`config.mk`:
```
export PLATFORM = sky130hd
export DESIGN_NAME = rdid_spi_master
export DESIGN_NICKNAME = d
export VERILOG_FILES = /design/src/rtl/rdid_spi_master.sv
export SDC_FILE = /design/constraint.sdc
export NUM_CORES = 1
export LEC_CHECK = 0
export CAP_MARGIN = 10
export CELL_PAD_IN_SITES_DETAIL_PLACEMENT = 1
export CELL_PAD_IN_SITES_GLOBAL_PLACEMENT = 2
export CORE_MARGIN = 5
export CORE_UTILIZATION = 38
export CTS_CLUSTER_SIZE = 10
export DETAILED_ROUTE_END_ITERATION = 8
export PLACE_DENSITY_LB_ADDON = 0.1
export REMOVE_ABC_BUFFERS = 1
export SYNTH_ARGS = -nofsm -noshare
export SYNTH_HDL_FRONTEND = slang
export SYNTH_SLANG_ARGS = --single-unit
```
`constraint.sdc`:
```
create_clock -name clk -period 3.8 [get_ports clk]
set_input_delay 0.38 -clock clk [delete_from_list [all_inputs] [get_ports clk]]
set_output_delay 0.38 -clock clk [all_outputs]
set_load 0.1 [all_outputs]
```
`src/rtl/rdid_spi_master.sv`:
```
// SPI mode-0 master that issues JEDEC RDID (0x9F) and registers the 3-byte flash ID.
// One transaction per accepted start; SCK half-period is CLK_DIV system clocks.
//
// state | meaning
// IDLE  | waiting for start
// SETUP | cs_n low, sck low, mosi holds command MSB for CLK_DIV cycles
// SHIFT | 64 sck edges: 8 command bits out, then 24 ID bits in
// HOLD  | sck low, cs_n still low for CLK_DIV cycles
// DONE  | one-cycle done pulse, ID outputs loaded, start re-accepted here
module rdid_spi_master #(
  parameter int CLK_DIV = 4
) (
  input  logic       clk,
  input  logic       rst_n,
  input  logic       start,
  output logic       busy,
  output logic       done,
  output logic       cs_n,
  output logic       sck,
  output logic       mosi,
  input  logic       miso,
  output logic [7:0] manufacture_id,
  output logic [7:0] memory_type,
  output logic [7:0] memory_capacity
);

  typedef enum logic [2:0] {IDLE, SETUP, SHIFT, HOLD, DONE} state_t;

  localparam logic [7:0] DIV_LAST = 8'(CLK_DIV - 1);
  localparam logic [7:0] RDID_CMD = 8'h9F;

  state_t      state, state_nxt;
  logic [7:0]  half_cnt;
  logic [5:0]  edge_cnt;
  logic [7:0]  cmd;
  logic [23:0] shift;
  logic        accept, tick, sck_edge, last_edge, hold_end;

  // mosi is the MSB of the command shifter, so it stays a flop output
  assign mosi = cmd[7];

  always_comb begin
    state_nxt = state;
    accept    = 1'b0;
    sck_edge  = 1'b0;
    last_edge = 1'b0;
    hold_end  = 1'b0;
    tick      = (half_cnt == DIV_LAST);
    case (state)
      IDLE, DONE: begin
        if (start) begin
          accept    = 1'b1;
          state_nxt = SETUP;
        end else begin
          state_nxt = IDLE;
        end
      end
      // The end of SETUP is itself the first sck rise
      SETUP: begin
        if (tick) begin
          sck_edge  = 1'b1;
          state_nxt = SHIFT;
        end
      end
      SHIFT: begin
        if (tick) begin
          sck_edge = 1'b1;
          if (edge_cnt == 6'd63) begin
            last_edge = 1'b1;
            state_nxt = HOLD;
          end
        end
      end
      HOLD: begin
        if (tick) begin
          hold_end  = 1'b1;
          state_nxt = DONE;
        end
      end
      default: state_nxt = IDLE;
    endcase
  end

  always_ff @(posedge clk) begin
    if (!rst_n) begin
      state           <= IDLE;
      half_cnt        <= 8'd0;
      edge_cnt        <= 6'd0;
      cmd             <= 8'd0;
      shift           <= 24'd0;
      sck             <= 1'b0;
      cs_n            <= 1'b1;
      busy            <= 1'b0;
      done            <= 1'b0;
      manufacture_id  <= 8'd0;
      memory_type     <= 8'd0;
      memory_capacity <= 8'd0;
    end else begin
      state <= state_nxt;
      done  <= 1'b0;

      if (accept || tick) begin
        half_cnt <= 8'd0;
      end else if (state != IDLE && state != DONE) begin
        half_cnt <= half_cnt + 8'd1;
      end

      if (accept) begin
        cs_n     <= 1'b0;
        busy     <= 1'b1;
        sck      <= 1'b0;
        cmd      <= RDID_CMD;
        edge_cnt <= 6'd0;
        shift    <= 24'd0;
      end

      if (sck_edge) begin
        sck      <= ~sck;
        edge_cnt <= edge_cnt + 6'd1;
        // first 8 rises belong to the command phase and are discarded
        if (!sck && edge_cnt >= 6'd16) begin
          shift <= {shift[22:0], miso};
        end
        if (sck) begin
          cmd <= {cmd[6:0], 1'b0};
        end
      end

      if (last_edge) begin
        edge_cnt <= 6'd0;
      end

      if (hold_end) begin
        cs_n            <= 1'b1;
        busy            <= 1'b0;
        done            <= 1'b1;
        manufacture_id  <= shift[23:16];
        memory_type     <= shift[15:8];
        memory_capacity <= shift[7:0];
      end
    end
  end

endmodule

```
### Word level (Yosys, flattened, before mapping)

Index checks and enable logic that the tools add are counted.

| storage, ports and cells | value |
|---|---|
| bits in registers | 77 |
| input port bits | 4 |
| word-level logic and storage cells | 66 |

| operators by class | value |
|---|---|
| add/subtract/negate cells | 2 |
| order comparisons | 1 |
| equality and inequality tests | 11 |
| multiplexer cells | 25 |
| bitwise logic cells | 2 |
| reduce and logical (&&, ||, !) cells | 13 |

Operators by type and width:

| operator | number |
|---|---|
| 2-to-1 mux 24 bit | 3 |
| 2-to-1 mux 8 bit | 3 |
| 2-to-1 mux 1 bit | 12 |
| 2-to-1 mux 3 bit | 4 |
| 2-to-1 mux 6 bit | 2 |
| one-hot mux 3 bit (4 select lines) | 1 |
| OR reduction 2 bit | 5 |
| adder 8 x 1 -> 8 bit, second input constant | 1 |
| equality test 8 x 2 -> 1 bit, second input constant | 1 |
| != test 2 bit, second input constant | 4 |
| adder 6 x 1 -> 6 bit, second input constant | 1 |
| equality test 3 x 2 -> 1 bit, second input constant | 2 |
| equality test 6 bit, second input constant | 1 |
| greater-or-equal comparator 6 x 5 -> 1 bit, second input constant | 1 |
| AND reduction 4 bit | 1 |
| equality test 3 x 1 -> 1 bit, second input constant | 1 |
| equality test 3 bit, second input constant | 1 |
| logical NOT 3 bit | 1 |
| != test 3 bit, second input constant | 1 |
| nonzero test 3 bit | 1 |
| logical AND 1 bit | 2 |
| NOT 1 bit | 2 |
| nonzero test 2 bit | 1 |
| logical NOT 1 bit | 1 |
| logical OR 1 bit | 1 |

### Depth between registers and ports, before layout

Gate-level depths: netlist (run 1).

| depth | value |
|---|---|
| depth after elaboration | 6 |
| gate-level depth with buffers | 7 |
| mapped depth without buffers | 5 |

### Worst setup path before layout (run 1)

Ideal clock, no wire load.

| path | value |
|---|---|
| kind | register -> register |
| start point | reg sck |
| end point | reg shift[19] |
| setup time | 0.070 ns |
| data arrival time | 1.916 ns |
| data required time | 3.730 ns |
| setup slack | 1.813 ns |
| stages on the path, launching flop included | 6 |
| buffers on the path | 2 |
| clock period less this slack | 1.987 ns |
| cells stage by stage | dfxtp_1 > or2_2 > clkbuf_1 > clkbuf_1 > o211ai_1 > a21oi_1 |

| on the way | value |
|---|---|
| word-level cells in the longest chain between the ends | 4 |

Ends and longest elaborated chain:

| element | RTL line | text |
|---|---|---|
| start: declaration | 19 | `output logic sck,` |
| start signal: assignment | 118 | `sck <= ~sck;` |
| logical NOT 1 bit | 121 | `if (!sck && edge_cnt >= 6'd16) begin` |
| logical AND 1 bit | 121 |  |
| 2-to-1 mux 24 bit | 121 |  |
| 2-to-1 mux 24 bit | 117 | `if (sck_edge) begin` |
| end signal: assignment | 122 | `shift <= {shift[22:0], miso};` |
| end: declaration | 36 | `logic [23:0] shift;` |

No other way between the ends.
A chain may end at the register's enable or synchronous reset.

### Final worst setup path (run 1)

| path | value |
|---|---|
| start point | reg half_cnt[0] |
| end point | reg edge_cnt[5] |

| on the way | value |
|---|---|
| word-level cells in the longest chain between the ends | 4 |
| elaborated cells between the ends (all ways) | 8 |

Ends and longest elaborated chain:

| element | RTL line | text |
|---|---|---|
| start: declaration | 33 | `logic [7:0] half_cnt;` |
| start signal: assignment | 105 | `half_cnt <= half_cnt + 8'd1;` |
| equality test 8 x 2 -> 1 bit (*) | 48 | `tick = (half_cnt == DIV_LAST);` |
| 2-to-1 mux 1 bit, on equally long branches | 60, 66 |  |
| 2-to-1 mux 1 bit, on equally long branches | - |  |
| 2-to-1 mux 6 bit, or another cell as far along | 117 |  |
| end signal: assignment | 119 | `edge_cnt <= edge_cnt + 6'd1;` |
| end: declaration | 34 | `logic [5:0] edge_cnt;` |

Mark *: on every way between the ends. The rest lies on a longest branch, timed or not.

==> results of run 1 <==
[power by group through the flow]
stage | logic, mW | registers [mW] | clock network [mW]
floorplan | 0.0320 | 0.862 | 0
global placement | 0.0774 | 0.842 | 0
detailed placement | 0.0778 | 0.843 | 0
CTS | 0.0781 | 0.823 | 0.593
global route | 0.0824 | 0.825 | 0.626
finish | 0.0764 | 0.823 | 0.567
[per-stage QoR]
stage / area (um2) / setup WS, ps / hold slack [ps] / total power [mW]
3_5_place_dp: 3400 / 1170 / 446 / 0.920
5_1_grt: 3580 / 918 / 479 / 1.53
3_3_place_gp: 3400 / 1250 / 434 / 0.920
6_report: 3580 / 1160 / 450 / 1.47
4_1_cts: 3580 / 1110 / 457 / 1.49
2_1_floorplan: 2910 / 1020 / 443 / 0.894
[synth_stat cells (2+ instances only)]
master,n
a21oi_1,34
a22o_1,24
a311oi_1,2
a31oi_1,2
and2_1,3
and3_1,4
buf_2,3
buf_6,3
clkbuf_1,22
dfxtp_1,77
ha_1,2
nand2_1,9
nand2b_1,4
nand3_1,40
nand3b_1,5
nor2_1,12
nor3_1,3
o211ai_1,24
o21a_1,3
o21ai_0,4
o311a_1,5
or2b_1,2
or3_1,4
xor2_1,8
[metal layers]
layer | track usage | wire [um] | vias up
li1 | - | - | 1211
met1 | 0.202 | 3630 | 1210
met2 | 0.229 | 3190 | 28
met3 | 0.0295 | 212 | 8
met4 | 0.0630 | 107 | 0
met5 | 0 | 0 | -
[registers in the layout, summed over array words and instances (netlist names)]
| name | flops |
|---|---|
| state | 3 |
| half_cnt | 8 |
| done | 1 |
| shift | 24 |
| edge_cnt | 6 |
| cmd | 8 |
| busy | 1 |
| memory_type | 8 |
| sck | 1 |
| manufacture_id | 8 |
| cs_n | 1 |
| memory_capacity | 8 |
[final timing paths]
path                                               start                        to  depth (start not counted)
worst max-delay path            half_cnt[0]$_SDFFE_PP0P_  edge_cnt[5]$_SDFFE_PP0P_                          6
worst min-delay path                   cs_n$_SDFFE_PP1P_         cs_n$_SDFFE_PP1P_                          2
worst max register to register  half_cnt[0]$_SDFFE_PP0P_  edge_cnt[5]$_SDFFE_PP0P_                          6
worst min register to register         cs_n$_SDFFE_PP1P_         cs_n$_SDFFE_PP1P_                          2
[worst register-to-register path, stage by stage (launching register included)]
cell and delay (ps):
dfxtp_1 410, ha_1 260, or4b_4 520, nor4b_4 760, buf_4 360, nand3_1 100, a31oi_1 160
[cell type report]
cell class / count / area (um2) / area share
tap: 102 / 128 / 0.0357
clock inverter: 7 / 57.6 / 0.0161
timing repair buffer: 38 / 365 / 0.102
clock buffer: 9 / 124 / 0.0346
multi-input combinational: 207 / 1360 / 0.380
sequential: 77 / 1540 / 0.431
inverter: 1 / 3.75 / 0.00105
[cells by family after synthesis]
group                      count (synthesis)
adders and majority gates                  2
DFF                                       77
and+or+nand+nor                           94
buffers and inverters                     30
AOI/OAI and AO/OA                        103
xor gates and xnor gates                   8
==> summary.md, run 1 <==
| Metric | Value |
|---|---|
| Placed Cells | `425` |
| Hold Fails Final Rpt | `0` |
| Worst-Margin Slew | `1030 ps` |
| Vias per cell | `5.57` |
| Most common cell after layout, fill and taps aside | `dfxtp_1` |
| Largest net degree at the start of global routing | `35` |
| Post-synth EDFFs | `0` |
| Clock root buffer | `clkbuf_8` |
| VDD IR max | `0.000164 V` |
| Min Tclk post-route | `2640 ps` |
| Final Non-Filler Cells | `441` |
| Switch Pwr | `385 uW` |
| Die Y | `99.5 um` |
| Pwr Density | `410 nW/um2` |
| Buf/Inv on CP | `1` |
| CTS tree | `done` |
| Area Growth Syn to Fin | `17.7%` |
| DRC viols | `0` |
| Status | `complete, no violations` |
| WL final | `7140 um` |
| CP Launch Type | `flop` |
| Simple-gate share of the synthesized area | `0.174` |
| Internal | `1.08 mW` |
| Number of max-cap violations | `0` |
| Crit Path Category | `reg2reg` |
| Asr flop ratio synth | `0` |
| Die area | `9890 um2` |
| Post-CTS setup buffers | `0` |
| Die width | `99.5 um` |
| TNS Setup | `0 ps` |
| Post-DP HPWL | `4470 um` |
| R2R setup slack | `1160 ps` |
| I/O pin cnt | `33` |
| Post-Syn Area | `3040 um2` |
| CTS Buf Count | `9` |
| Slew Viols, Final | `0` |
| Mux share of post-synthesis cell area | `0` |
| GRT Resource Usage Total | `0.149` |
| Clock skew | `13.4 ps` |
| Filler Cell Count | `900` |
| Crit-path slowest cell | `nor4b_4` |
| Area leader, netlist | `dfxtp_1` |
| Remaining global-route overflow | `0` |
| Crit. End Element | `flop` |
| Required time of the critical path | `4070 ps` |
| FMAX | `379 MHz` |
| Placer congestion estimate | `0.748` |
| FP Rows | `32` |
| CP max stage delay | `760 ps` |
| Post-Route Utilization | `0.461` |
| # clock sinks | `77` |
| Post-Synth Adder-Cell Area | `0.00823` |
| Cts-stage hold buffer count | `0` |
| Initial antenna violation count | `0` |
| Data arrival time of the critical path | `2920 ps` |
| Final nets | `340` |
| N_diodes | `0` |
| Share of post-route cells with drive strength above 1 | `0.0826` |
| Synth Area in XOR/XNOR | `0.0230` |
| Gate power share | `0.052` |
| Top post-synthesis cells by area | `dfxtp_1, a22o_1, nand3_1, o211ai_1, a21oi_1` |
| Synth Register Bits | `77` |
| Worst path top cell family by delay | `simple AND/OR/NAND/NOR gates` |
| Worst-path clk slew | `80 ps` |
| Synthesized area per cell | `9.68 um2` |
| Routed WL per cell | `16.2 um` |
| Detailed Route Iter0 Violations | `78` |
| Clk pwr share | `0.387` |
| Pre-antenna DRT Iters | `4` |
| Sw Ratio | `0.262` |
| I/O Buffers | `32` |
| Main flop type after synthesis | `dfxtp_1` |
| Cells after Synth | `314` |
| Yosys warns | `0` |
| Clock Latency Late Sink | `350 ps` |
| Post-synth cell types | `39` |
| Total number of vias | `2457` |
| Relative slew slack | `0.317` |
| Post-cts resize count | `0` |
| Htree depth | `3` |
| Combinational family with the most area after synthesis | `compound AO/OA/AOI/OAI gates` |
| Leakage Power | `1.21 nW` |
| Post-synth top area share | `0.507` |
| Compound-Gate Fraction of Synth Area | `0.242` |
| Hold Path Class | `reg2reg` |
| Flop pwr share | `0.561` |
| Commonest non-fill, non-tap cells in the layout | `dfxtp_1, nand3_1, a21oi_1` |
| Number of global-route vias before repair | `2414` |
| Core area | `7770 um2` |
| Final setup violation count | `0` |
| CP max FO | `17` |
| First-pass GRT wire length | `12000 um` |
| Sequential area share after synthesis | `0.507` |
| Critical path, cell by cell | `ha_1 -> or4b_4 -> nor4b_4 -> buf_4 -> nand3_1 -> a31oi_1` |
| Final period util | `0.695` |
| ANT nets after route | `0` |
| Initial core utilization | `0.391` |
| RSZ-0062 raised after global routing | `false` |
| CTS Buffer Depth | `2` |
Note: power is estimated with default switching activity, not from simulation.
==> inputs of run 2 (changes only) <==
--- a/config.mk
+++ b/config.mk
@@ -9,7 +9,7 @@
 export CELL_PAD_IN_SITES_DETAIL_PLACEMENT = 1
 export CELL_PAD_IN_SITES_GLOBAL_PLACEMENT = 2
 export CORE_MARGIN = 5
-export CORE_UTILIZATION = 38
+export CORE_UTILIZATION = 35
 export CTS_CLUSTER_SIZE = 10
 export DETAILED_ROUTE_END_ITERATION = 8
 export PLACE_DENSITY_LB_ADDON = 0.1
==> constraint.sdc (replaced) <==
create_clock -name clk -period 2.7 [get_ports clk]
set_input_delay 0.27 -clock clk [delete_from_list [all_inputs] [get_ports clk]]
set_output_delay 0.27 -clock clk [all_outputs]
set_load 0.1 [all_outputs]
==> run 2 against run 1 <==
Effect of this change: wire length rose by 3.6%; clock-buffer cell count did not move; worst hold slack barely moved.
==> summary.md, run 2 (same netlist as run 1, synthesis figures left out) <==
| Metric | Value |
|---|---|
| Data arrival time of the critical path | `2640 ps` |
| FMAX | `425 MHz` |
| Number of global-route vias before repair | `2525` |
| Crit. End Element | `flop` |
| CTS tree | `done` |
| Clock skew | `12.4 ps` |
| Commonest non-fill, non-tap cells in the layout | `dfxtp_1, nand3_1, buf_4` |
| Share of post-route cells with drive strength above 1 | `0.173` |
| TNS Setup | `0 ps` |
| VDD IR max | `0.000256 V` |
| Post-cts resize count | `0` |
| Remaining global-route overflow | `0` |
| Worst-Margin Slew | `981 ps` |
| Vias per cell | `5.50` |
| Most common cell after layout, fill and taps aside | `dfxtp_1` |
| Htree depth | `3` |
| # clock sinks | `77` |
| Final period util | `0.871` |
| Pwr Density | `641 nW/um2` |
| R2r worst-path depth | `6` |
| Hold Path Class | `reg2reg` |
| N_diodes | `0` |
| DRC viols | `0` |
| Final setup margin | `349 ps` |
| Final nets | `343` |
| Initial antenna violation count | `0` |
| R2R setup slack | `350 ps` |
| Worst reg2reg endpoint | `cmd[1]$_SDFF_PN0_` |
| CP Launch Type | `flop` |
| CTS Buf Count | `9` |
| I/O Buffers | `32` |
| Worst-path clk slew | `80 ps` |
| Number of max-cap violations | `0` |
| Die Y | `103 um` |
| CTS Buffer Depth | `2` |
| Die area | `10700 um2` |
| Pre-CTS setup slack | `377 ps` |
| Min Tclk post-route | `2350 ps` |
| Hold path depth | `2` |
| Origin of the critical flop-to-flop path | `half_cnt[0]$_SDFFE_PP0P_` |
| Area Growth Syn to Fin | `18.6%` |
| Core area | `8590 um2` |
| Fin Hold WS | `451 ps` |
| Post-DP HPWL | `4660 um` |
| First-pass GRT wire length | `12700 um` |
| Initial core utilization | `0.354` |
| CP max FO | `41` |
| Post-Route Utilization | `0.419` |
| Leakage Power | `1.32 nW` |
| Hold path startpoint | `cs_n$_SDFFE_PP1P_` |
| Post-CTS setup buffers | `0` |
| Hold Fails Final Rpt | `0` |
| Largest net degree at the start of global routing | `42` |
| Die width | `103 um` |
| Slew Viols, Final | `0` |
| Placer congestion estimate | `0.764` |
| Status | `complete, no violations` |
| Clock root buffer | `clkbuf_8` |
| FP Rows | `34` |
| Biggest register | `shift` |
| Pre-antenna DRT Iters | `4` |
| Clock Latency Late Sink | `350 ps` |
| Hold endpoint | `cs_n$_SDFFE_PP1P_` |
| Final setup violation count | `0` |
| I/O pin cnt | `33` |
| Filler Cell Count | `1005` |
| Required time of the critical path | `2990 ps` |
| Total number of vias | `2470` |
| Max FFs per register | `24` |
| GRT Resource Usage Total | `0.151` |
| Detailed Route Iter0 Violations | `115` |
| WL final | `7390 um` |
| Routed WL per cell | `16.5 um` |
| Relative slew slack | `0.346` |
| RSZ-0062 raised after global routing | `false` |
| ANT nets after route | `0` |
| Cts-stage hold buffer count | `0` |
| Crit Path Category | `reg2reg` |
[run 2: layout make-up]
cell class,instances,area (um2),share of cell area
Sequential cell,77,1540,0.428
Multi-Input combinational cell,207,1360,0.377
Timing Repair Buffer,41,328,0.0909
Tap cell,108,135,0.0375
Clock buffer,9,124,0.0344
Clock inverter,6,113,0.0312
Inverter,1,3.75,0.00104
[run 2: power by group]
part,switching (mW),total [mW],internal [mW]
Clock,0.430,1.04,0.611
Sequential,0.0113,1.16,1.15
Combinational,0.0782,0.110,0.0320
[run 2: how the worst max path moves through the flow]
stage	start	to	slack (ps)	cells past startpoint
finish	half_cnt[0]$_SDFFE_PP0P_	cmd[1]$_SDFF_PN0_	350	6
global route	half_cnt[0]$_SDFFE_PP0P_	manufacture_id[4]$_SDFFE_PN0P_	120	5
CTS	half_cnt[0]$_SDFFE_PP0P_	cmd[1]$_SDFF_PN0_	340	6
detailed placement	half_cnt[0]$_SDFFE_PP0P_	cmd[1]$_SDFF_PN0_	380	6
global placement	half_cnt[0]$_SDFFE_PP0P_	cmd[1]$_SDFF_PN0_	400	6
floorplan	half_cnt[0]$_SDFFE_PP0P_	edge_cnt[3]$_SDFFE_PP0P_	-80	5
[run 2: layer usage]
| layer | GRT usage | up-vias | routed length [um] |
|---|---|---|---|
| met5 | 0 | - | 0 |
| met4 | 0.0618 | 0 | 181 |
| met3 | 0.0416 | 11 | 294 |
| met2 | 0.232 | 42 | 3230 |
| met1 | 0.199 | 1205 | 3680 |
| li1 | - | 1212 | - |
[run 2: through the flow]
step           area, um2  power, mW  std cells
3_3_place_gp        3370       1.30        434
5_1_grt             3600       2.42        449
6_report            3600       2.31        449
2_1_floorplan       2910       1.26        285
4_1_cts             3600       2.35        449
3_5_place_dp        3370       1.30        434
[run 2: worst max-delay path, stage by stage, from the launching register on]
cell     delay (ps)
dfxtp_1         410
ha_1            260
or4b_4          510
nor4b_4         370
buf_12          260
and2_1          290
o311a_1         180
==> inputs of run 3 (changes only) <==
--- a/config.mk
+++ b/config.mk
@@ -9,7 +9,7 @@
 export CELL_PAD_IN_SITES_DETAIL_PLACEMENT = 1
 export CELL_PAD_IN_SITES_GLOBAL_PLACEMENT = 2
 export CORE_MARGIN = 5
-export CORE_UTILIZATION = 35
+export CORE_UTILIZATION = 32
 export CTS_CLUSTER_SIZE = 10
 export DETAILED_ROUTE_END_ITERATION = 8
 export PLACE_DENSITY_LB_ADDON = 0.1
==> constraint.sdc (replaced) <==
create_clock -name clk -period 2.12 [get_ports clk]
set_input_delay 0.212 -clock clk [delete_from_list [all_inputs] [get_ports clk]]
set_output_delay 0.212 -clock clk [all_outputs]
set_load 0.1 [all_outputs]
==> run 3 against run 2 <==
Effect of this change: wire length is 0.28% higher; combinational power increased by 39%; maximum frequency up 21%; sequential power up 27%; clock skew is 1.2 ps higher; global-route usage down 1.3 points; final area up 2.3%; clock-buffer cell count rose by 1; worst hold slack improved by 3.0 ps; largest cell class unchanged; highest routed layer unchanged.
==> summary.md, run 3 (same netlist as run 1, synthesis figures left out) <==
| Metric | Value |
|---|---|
| Origin of the critical flop-to-flop path | `half_cnt[0]$_SDFFE_PP0P_` |
| Sw Ratio | `0.248` |
| Commonest non-fill, non-tap cells in the layout | `dfxtp_1, buf_4, nand3_1` |
| Initial core utilization | `0.329` |
| Worst-Margin Slew | `494 ps` |
| # clock sinks | `77` |
| Remaining global-route overflow | `0` |
| Leakage Power | `1.35 nW` |
| FMAX | `513 MHz` |
| Die Y | `107 um` |
| Placed Cells | `462` |
| CP startpoint | `half_cnt[0]$_SDFFE_PP0P_` |
| GRT Resource Usage Total | `0.137` |
| Htree depth | `3` |
| Hold Fails Final Rpt | `0` |
| Hold path startpoint | `cs_n$_SDFFE_PP1P_` |
| Die area | `11600 um2` |
| ANT nets after route | `0` |
| Most common cell after layout, fill and taps aside | `dfxtp_1` |
| Pwr Density | `755 nW/um2` |
| WL final | `7410 um` |
| Critical Path End | `cmd[1]$_SDFF_PN0_` |
| CTS Buf Count | `9` |
| Data arrival time of the critical path | `2230 ps` |
| DRC viols | `0` |
| CP Launch Type | `flop` |
| CTS Buffer Depth | `2` |
| Relative slew slack | `0.671` |
| Met3 Use GR | `0.0342` |
| Total power | `2.78 mW` |
| Final period util | `0.919` |
| Storage cell area | `1540 um2` |
| Total number of vias | `2500` |
| Post-DP HPWL | `4700 um` |
| Worst reg2reg endpoint | `cmd[1]$_SDFF_PN0_` |
| Core area | `9240 um2` |
| VDD IR max | `0.000356 V` |
| Final Non-Filler Cells | `479` |
| Final setup margin | `171 ps` |
| Multi-input combinational cell area | `1370 um2` |
| Worst-path clk slew | `90 ps` |
| CP max FO | `11` |
| Filler Cell Count | `1063` |
| I/O pin cnt | `33` |
| CTS tree | `done` |
| R2r worst-path depth | `7` |
| I/O Buffers | `32` |
| Share of post-route cells with drive strength above 1 | `0.197` |
| Met2 Usage GRT | `0.225` |
| RSZ-0062 raised after global routing | `false` |
| Hold Path Class | `reg2reg` |
| Number of global-route vias before repair | `2585` |
| GR Util met1 | `0.175` |
| Final nets | `351` |
| Switch Pwr | `691 uW` |
| Cts-stage hold buffer count | `0` |
| Clock skew | `13.6 ps` |
| Crit. End Element | `flop` |
| Crit Path Category | `reg2reg` |
| Min Tclk post-route | `1950 ps` |
| Final setup violation count | `0` |
| First-pass GRT wire length | `12800 um` |
| TNS Setup | `0 ps` |
| Clk pwr share | `0.416` |
| Max FFs per register | `24` |
| Die width | `107 um` |
| Internal | `2.09 mW` |
| Placer congestion estimate | `0.716` |
| Gr busiest metal | `met2` |
| Pre-CTS setup slack | `43.4 ps` |
| N_diodes | `0` |
| Initial antenna violation count | `0` |
| Status | `complete, no violations` |
| Flop pwr share | `0.529` |
| Clock Latency Late Sink | `350 ps` |
| Slew Viols, Final | `0` |
| Vias per cell | `5.22` |
| Post-Route Utilization | `0.399` |
| Biggest register | `shift` |
| Largest net degree at the start of global routing | `32` |
| Pre-antenna DRT Iters | `4` |
| Required time of the critical path | `2400 ps` |
| Detailed Route Iter0 Violations | `96` |
| Clock root buffer | `clkbuf_8` |
| FP Rows | `35` |
| Gate power share | `0.055` |
| Area Growth Syn to Fin | `21.2%` |
| Routed WL per cell | `15.5 um` |
| R2R setup slack | `170 ps` |
| Number of max-cap violations | `0` |
[run 3: worst min-delay path by stage]
stage	end	slack (ps)	cells past startpoint
6_report	cs_n$_SDFFE_PP1P_	450	2
5_1_grt	cs_n$_SDFFE_PP1P_	480	2
4_1_cts	cs_n$_SDFFE_PP1P_	460	2
3_5_place_dp	cs_n$_SDFFE_PP1P_	440	2
3_3_place_gp	cs_n$_SDFFE_PP1P_	430	2
2_1_floorplan	cmd[5]$_SDFF_PN0_	330	1
[run 3: metrics by stage]
stage | cell area [um2] | hold slack [ps]
3_3_place_gp | 3460 | 432
3_5_place_dp | 3460 | 444
6_report | 3690 | 454
4_1_cts | 3660 | 458
2_1_floorplan | 2910 | 330
5_1_grt | 3690 | 478
[run 3: final cells by class]
type | count | share of cell area
Clock inverter | 6 | 0.0183
Clock buffer | 10 | 0.0373
Timing Repair Buffer | 49 | 0.110
Inverter | 1 | 0.00102
Multi-Input combinational cell | 207 | 0.372
Sequential cell | 77 | 0.418
Tap cell | 129 | 0.0438
[run 3: worst max-delay path: stages (launching register included)]
cell and delay (ps):
dfxtp_1 340, ha_1 160, or4b_4 480, nor4b_4 210, buf_4 170, buf_4 160
and2_2 210, o311a_1 150
[run 3: timing repair]
action                                  4_1_cts  5_1_grt
gates resized for setup                       0        3
setup buffers                                 0        1
endpoints found under the setup margin        0       37
endpoints found under the hold margin         0        0
[run 3: power groups by stage]
stage / Sequential [mW] / Combinational (mW) / Clock (mW)
final: 1.47 / 0.153 / 1.16
after global routing: 1.48 / 0.166 / 1.26
after CTS: 1.47 / 0.157 / 1.20
after detailed placement: 1.51 / 0.157 / 0
after global placement: 1.51 / 0.155 / 0
after floorplan: 1.54 / 0.0573 / 0
[run 3: per-layer routing]
| metal | wire (um) | vias to the layer above | share of wire |
|---|---|---|---|
| li1 | - | 1231 | - |
| met1 | 3710 | 1228 | 0.50 |
| met2 | 3350 | 33 | 0.45 |
| met3 | 243 | 8 | 0.033 |
| met4 | 104 | 0 | 0.014 |
| met5 | 0 | - | 0 |
